--- config.mk ---
export PLATFORM = sky130hd
export DESIGN_NAME = scroll_l_seq
export DESIGN_NICKNAME = d
export VERILOG_FILES = /design/src/rtl/scroll_l_seq.sv
export SDC_FILE = /design/constraint.sdc
export NUM_CORES = 1
export LEC_CHECK = 0
export CORE_MARGIN = 3
export CORE_UTILIZATION = 45
export CTS_CLUSTER_DIAMETER = 150
export DETAILED_ROUTE_END_ITERATION = 16
export HOLD_SLACK_MARGIN = 0.03
export PLACE_DENSITY = 0.77
export SYNTH_ARGS = -nofsm -noshare
export SYNTH_HDL_FRONTEND = slang
export SYNTH_SLANG_ARGS = --single-unit
--- constraint.sdc ---
create_clock -name CLK -period 2.3 [get_ports CLK]
set_input_delay 0.345 -clock CLK [delete_from_list [all_inputs] [get_ports CLK]]
set_output_delay 0.345 -clock CLK [all_outputs]
set_load 0.01 [all_outputs]
--- src/rtl/scroll_l_seq.sv ---
`default_nettype none
// ============================================================================
//  Module   : scroll_l_seq
//  Purpose  : Display sequencer for four 7-segment "L" digits and a GPIO LED.
//             It takes the 1 Hz tick pulse and steps one of four patterns
//             (blink all, scroll left, scroll right, bounce). One pattern
//             step happens for every HOLD_TICKS accepted ticks.
//  Ports    : CLK   - system clock, rising edge
//             RST   - synchronous active-high reset
//             tick  - single-cycle pulse from the tick generator
//             run   - 1 = sequencing enabled, 0 = freeze all state
//             mode  - 0 blink, 1 scroll left, 2 scroll right, 3 bounce
//             en    - per-digit decoder enable (en[0] = rightmost digit)
//             led   - LED drive, toggles on every step
//             pos   - current lit-digit index (debug)
//             wrap  - one-cycle pulse when a pattern cycle completes
//  Revision : 1.0 - initial release
// ============================================================================
module scroll_l_seq #(
    parameter int HOLD_TICKS = 1
) (
    input  logic       CLK,
    input  logic       RST,
    input  logic       tick,
    input  logic       run,
    input  logic [1:0] mode,
    output logic [3:0] en,
    output logic       led,
    output logic [1:0] pos,
    output logic       wrap
);

    localparam logic [7:0] c_HOLD_LAST = 8'(HOLD_TICKS - 1);
    localparam logic [1:0] c_MODE_BLINK  = 2'd0;
    localparam logic [1:0] c_MODE_LEFT   = 2'd1;
    localparam logic [1:0] c_MODE_RIGHT  = 2'd2;
    localparam logic [1:0] c_MODE_BOUNCE = 2'd3;
    localparam logic       c_DIR_UP      = 1'b0;
    localparam logic       c_DIR_DOWN    = 1'b1;

    logic [1:0] r_mode_q;
    logic [7:0] r_hold;
    logic       r_dir;
    logic       r_blink;
    logic [1:0] r_pos;
    logic [3:0] r_en;
    logic       r_led;
    logic       r_wrap;

    logic [1:0] w_mode_q_nxt;
    logic [7:0] w_hold_nxt;
    logic       w_dir_nxt;
    logic       w_blink_nxt;
    logic [1:0] w_pos_nxt;
    logic [3:0] w_en_nxt;
    logic       w_led_nxt;
    logic       w_wrap_nxt;

    logic       w_mode_chg;
    logic       w_accept;
    logic [1:0] w_pos_inc;
    logic [1:0] w_pos_dec;

    function automatic logic [3:0] onehot(input logic [1:0] p);
        onehot = 4'b0001 << p;
    endfunction

    // A mode change always wins over a tick in the same cycle.
    assign w_mode_chg = (mode != r_mode_q);
    assign w_accept   = tick & run & ~w_mode_chg;
    assign w_pos_inc  = r_pos + 2'd1;
    assign w_pos_dec  = r_pos - 2'd1;

    always_comb begin
        w_mode_q_nxt = r_mode_q;
        w_hold_nxt   = r_hold;
        w_dir_nxt    = r_dir;
        w_blink_nxt  = r_blink;
        w_pos_nxt    = r_pos;
        w_en_nxt     = r_en;
        w_led_nxt    = r_led;
        w_wrap_nxt   = 1'b0;

        if (w_mode_chg) begin
            w_mode_q_nxt = mode;
            w_hold_nxt   = 8'd0;
            w_dir_nxt    = c_DIR_UP;
            w_pos_nxt    = (mode == c_MODE_RIGHT) ? 2'd3 : 2'd0;
            if (mode == c_MODE_BLINK) begin
                w_blink_nxt = 1'b0;
                w_en_nxt    = 4'b0000;
            end else begin
                w_en_nxt    = onehot((mode == c_MODE_RIGHT) ? 2'd3 : 2'd0);
            end
        end else if (w_accept) begin
            if (r_hold == c_HOLD_LAST) begin
                w_hold_nxt = 8'd0;
                w_led_nxt  = ~r_led;
                case (r_mode_q)
                    c_MODE_BLINK: begin
                        w_blink_nxt = ~r_blink;
                        w_en_nxt    = {4{~r_blink}};
                        w_wrap_nxt  = r_blink;
                    end
                    c_MODE_LEFT: begin
                        w_pos_nxt  = w_pos_inc;
                        w_en_nxt   = onehot(w_pos_inc);
                        w_wrap_nxt = (r_pos == 2'd3);
                    end
                    c_MODE_RIGHT: begin
                        w_pos_nxt  = w_pos_dec;
                        w_en_nxt   = onehot(w_pos_dec);
                        w_wrap_nxt = (r_pos == 2'd0);
                    end
                    c_MODE_BOUNCE: begin
                        // Direction flips on arrival at either end so the
                        // end digits are lit for only one step each.
                        if (r_dir == c_DIR_UP) begin
                            w_pos_nxt = w_pos_inc;
                            w_en_nxt  = onehot(w_pos_inc);
                            if (w_pos_inc == 2'd3) begin
                                w_dir_nxt = c_DIR_DOWN;
                            end
                        end else begin
                            w_pos_nxt = w_pos_dec;
                            w_en_nxt  = onehot(w_pos_dec);
                            if (w_pos_dec == 2'd0) begin
                                w_dir_nxt  = c_DIR_UP;
                                w_wrap_nxt = 1'b1;
                            end
                        end
                    end
                    default: begin
                        w_wrap_nxt = 1'b0;
                    end
                endcase
            end else begin
                w_hold_nxt = r_hold + 8'd1;
            end
        end
    end

    always_ff @(posedge CLK) begin
        if (RST) begin
            r_mode_q <= mode;
            r_hold   <= 8'd0;
            r_dir    <= c_DIR_UP;
            r_blink  <= 1'b0;
            r_pos    <= 2'd0;
            r_en     <= 4'b0000;
            r_led    <= 1'b0;
            r_wrap   <= 1'b0;
        end else begin
            r_mode_q <= w_mode_q_nxt;
            r_hold   <= w_hold_nxt;
            r_dir    <= w_dir_nxt;
            r_blink  <= w_blink_nxt;
            r_pos    <= w_pos_nxt;
            r_en     <= w_en_nxt;
            r_led    <= w_led_nxt;
            r_wrap   <= w_wrap_nxt;
        end
    end

    assign en   = r_en;
    assign led  = r_led;
    assign pos  = r_pos;
    assign wrap = r_wrap;

endmodule
`default_nettype wire

### Word level (Yosys, flattened, before mapping)

Index checks and enable logic that the tools add are counted.

* $add $sub $neg: 3
* eq/ne operators: 8
* shifts and indexed selects: 3
* mux-type cells: 26
* bitwise gates (word level): 7
* reduce and logical (&&, ||, !) cells: 17

Operators with widths (number)
* $mux W4: 5
* $pmux W4 S4: 1
* $mux W2: 7
* $shl A1 B2 Y4 const A: 3
* $eq A2 B2 Y1 const B: 5
* $mux W1: 10
* $reduce_and A3 Y1: 3
* $add A8 B1 Y8 const B: 1
* $logic_not A2 Y1: 4
* $logic_not A8 Y1: 1
* $mux W8: 1
* $reduce_bool A2 Y1: 4
* $pmux W2 S3: 1
* $not A1 Y1: 5
* $pmux W1 S4: 1
* $reduce_and A4 Y1: 1
* $reduce_bool A4 Y1: 1
* $reduce_or A4 Y1: 1
* $add A2 B1 Y2 const B: 1
* $and A1 B1 Y1: 2
* $eq A2 B1 Y1 const B: 1
* $ne A2 B1 Y1 const B: 1
* $ne A2 B2 Y1: 1
* $reduce_and A2 Y1: 1
* 2 further kinds: 2

* register bits: 20
* output and inout bits: 8
* word-level logic and storage cells: 72

### Depth between registers and ports, before layout

* depth after elaboration: 7
* gate-level depth with buffers: 6

### Worst setup path after synthesis

No wires, ideal clock.

* path type: register -> register
* start: reg r_hold[0]
* end: reg r_blink
* arrival time: 1653 ps
* setup slack: 529 ps
* stages on the path, launching flop included: 7
* path buffers: 0
* cell sequence: dfxtp_1 > inv_1 > ha_1 > or4b_4 > nor3_4 > o21ai_1 > a32o_1

* cells in the longest elaborated chain, start to end: 3

RTL lines
* start: declaration: line 42 `logic [7:0] r_hold;`
* start signal: assignment: line 155 `r_hold <= w_hold_nxt;`
* $logic_not A8 Y1: line 96 `if (r_hold == c_HOLD_LAST) begin`
* $reduce_bool A2 Y1 (no source line)
* $reduce_and A4 Y1 (no source line)
* end signal: assignment: line 157 `r_blink <= w_blink_nxt;`
* end: declaration: line 44 `logic r_blink;`

No other way between the ends.
A chain may end at the register's enable or synchronous reset.

### Worst setup path in the final report

* start: reg r_hold[0]
* end: reg r_en[0], in the netlist en[0]

* cells in the longest elaborated chain, start to end: 3

RTL lines
* $logic_not A8 Y1: line 96
* $reduce_bool A2 Y1 (no source line)
* $reduce_and A2 Y1 (no source line)
* end signal: assignment: line 159 `r_en <= w_en_nxt;`
* end: declaration: line 46 `logic [3:0] r_en;`

No other way between the ends.

==> metrics.csv <==
stage;metric;value;unit
placed_design;gp_congestion;0.848;
sta;finalSetupViolCount;0;
min_path;hold_path.class;reg -> reg;
clock_tree;clockBufferDepth;2;
finish;mostFrequentLayoutCells;dfxtp_1 (18), clkdlybuf4s50_1 (13), nor2_1 (12);
yosys;syn_nets;159;
power;p_int;0.522;mW
drt;dr.pass1.iters;4;
global_routing;grt_pass1_vias;1052;
drt;ant_nets;0;
sta;tightest_slew;0.564;ns
power;powerDensity;515;mW/mm^2
sta;min_period_over_period;88.6;%
placed_design;post-place-ws;0.270;ns
yosys;synth_ff_type;dfxtp_1;
finish;antenna_cells;0;
power;comb_power_share;25.3;%
clock_tree;cts_max_level;1;
die;io_pins;14;
setup_path;cp-end-kind;flop;
setup_path;reg2reg_slack;0.26;ns
min_path;holdPathEnd;led;
drt;route.detailed.drc;0;
sta;layout_setup_ws;0.261;ns
finish;drive_gt1_share;11.7;%
sta;drv_slew;0;
power;finalPower;0.758;mW
outcome;status;finished clean;
placed_design;dpl.hpwl;2.18;mm
setup_path;crit_required;2.53;ns
yosys;synthArstFlopShare;0;%
yosys;seq_area_frac_synth;33.2;%
yosys;synth-edff-count;2;
clock_tree;ctsResizeCount;0;
drt;routed_wl;2.83;mm
drt;m1WireLength;1.26;mm
clock_tree;cts_root_buffer;clkbuf_4;
drt;wire_per_inst;14.7;um
die;coreArea;0.00257;sq mm
finish;area_delta_synth_final;16.0;%
power;max-vdd-ir-drop;343;uV
global_routing;grt-ovfl-total;0;
yosys;syn_area;0.00127;sq mm
sta;fmax;0.490;GHz
global_routing;grt_pass1_wl;4.77;mm
setup_path;crit_buf_inv;1;
die;die_h;59.1;um
sta;grt_setup_unrepaired;no;
yosys;syn_area_per_cell;8.62;sq um
drt;met2_length;1.39;mm
drt;dr.max_layer_used;met4;
die;start_util;49.4;%
setup_path;cp_num_cells;6;
min_path;whs_path_depth;2;
drt;viasPerCell;6.15;
placed_design;port_buffers;13;
setup_path;timing.rr.end;en[0];
global_routing;antenna_found_initial;0;
sta;fin_setup_tns;0;ns
power;seqPwrFrac;51.2;%
die;die_area;0.00349;sq mm
power;clock_power_share;23.5;%
clock_tree;cts_tree;done;
setup_path;arrival;2.27;ns
power;switching_share;31.0;%
drt;first_iter_violations;56;
min_path;min_from;led;
clock_tree;clock-sinks;20;
finish;nNetsFinal;175;
run;maxCapViolCount;0;
global_routing;gr-usage-all-layers;17.8;%
setup_path;cp_top_family;simple AND/OR/NAND/NOR gates;
drt;dr_wl_met3;120;um
power;p_switching;0.235;mW
sta;finalHoldViolations;0;
setup_path;cp_cell_sequence;inv_1, ha_1, or4b_4, nor3_4, o2111ai_2, a211oi_2;
setup_path;reg2reg_depth;6;
setup_path;cp_slowest_cell;or4b_4;
clock_tree;post_cts_buffers;0;
global_routing;grt_max_degree;16;
setup_path;cp_max_fo;10;
clock_tree;clk_pin_slew_worst_paths;0.12;ns
yosys;synth_warnings;0;
sta;skew;0.00798;ns
sta;period_minus_slack;2.04;ns
setup_path;critPathKind;reg -> reg;
die;rows;18;
finish;layout_commonest_cell;dfxtp_1;
sta;slew_headroom;62.4;%
die;die_w;59.1;um
yosys;postSynthCellCount;147;
clock_tree;clock_latency;0.30;ns
power;leakage;0.541;nW
clock_tree;cts_hold_buf;0;
setup_path;max_stage_delay;0.50;ns
yosys;yosys_register_bits;20;
clock_tree;cts-buffers-inserted;3;
drt;dr_total_vias;1181;
setup_path;cp-start-kind;flop;
setup_path;worstReg2RegStart;r_hold[0];
yosys;ys_types;46;
## synth_stat cells (2+ instances only)
cell	instances	area share, %
dfxtp_1	18	28
nor2_1	12	3.6
nand2_1	11	3.3
nand3_1	11	4.3
a21oi_1	9	3.6
ha_1	6	5.9
clkbuf_1	5	1.5
inv_1	5	1.5
nor3_1	5	2.0
o21ai_0	5	2.0
a31oi_1	4	2.0
a211oi_1	3	1.8
and2_1	3	1.5
nor4_1	3	1.5
o31ai_1	3	1.8
or3_1	3	1.5
xnor2_1	3	2.1
xor2_1	3	2.1
buf_2	2	0.79
edfxtp_1	2	4.7
nand4_1	2	0.99
o2111ai_1	2	1.4
o211a_1	2	1.6
or4_1	2	1.2
xnor2_2	2	2.6
## cells by family (layout without fill, tap and decap cells)
group	Yosys count	count (layout)	share of synthesized area [%]
AO/OA/AOI/OAI	38	38	21.6
XOR/XNOR	8	8	6.71
adder cells (fa/ha/maj)	6	6	5.92
buffers and inverters	13	28	4.05
flip-flops	20	20	33.2
multiplexers	2	2	2.67
AND/OR/NAND/NOR	60	60	25.9
## power by group through the flow
stage	clock, mW	combinational, mW	sequential [mW]
detailed placement	0	0.190	0.396
finish	0.178	0.192	0.388
global route	0.199	0.211	0.391
CTS	0.185	0.191	0.388
global placement	0	0.187	0.395
floorplan	0	0.130	0.390
## metal layers
metal	vias to the layer above	GRT usage (%)
met5	-	0
met2	33	29.3
met3	6	3.70
li1	580	-
met4	0	6.80
met1	562	22.7
## worst max-delay path by stage
stage	to	start
floorplan	r_blink	r_hold[0]
global placement	r_dir	mode[1]
detailed placement	r_hold[7]	mode[0]
CTS	en[0]	r_hold[0]
global route	en[0]	r_hold[0]
finish	en[0]	r_hold[0]
## stage by stage
stage	hold slack [ns]	cell area, sq um	util [%]	cells
after global routing	0.530	1470	57.3	192
after detailed placement	0.481	1440	56.2	188
after floorplan	0.410	1270	-	147
after global placement	0.472	1440	56.2	188
final	0.496	1470	57.3	192
after CTS	0.500	1470	57.3	192
## final cells by class
class                           instances  area, sq um
Multi-Input combinational cell        114          796
Timing Repair Buffer                   18          168
Tap cell                               30         37.5
Clock buffer                            4         26.3
Inverter                                6         22.5
Sequential cell                        20          420
Fill cell                             246         1100
## state kept, by name (all words and copies together) (netlist names)
| name | count |
|---|---|
| r_dir | 1 |
| en | 4 |
| r_mode_q | 2 |
| wrap | 1 |
| r_hold | 8 |
| led | 1 |
| r_blink | 1 |
| pos | 2 |
## worst register-to-register path, delay by kind of cell, from the launching register on
kind,cells,cell delay [ns]
flops,1,0.39
fa+ha+maj,1,0.16
buf+inv,1,0.08
simple gates,2,0.92
compound gates,2,0.42
No activity file was read; power rests on OpenSTA's default activity.
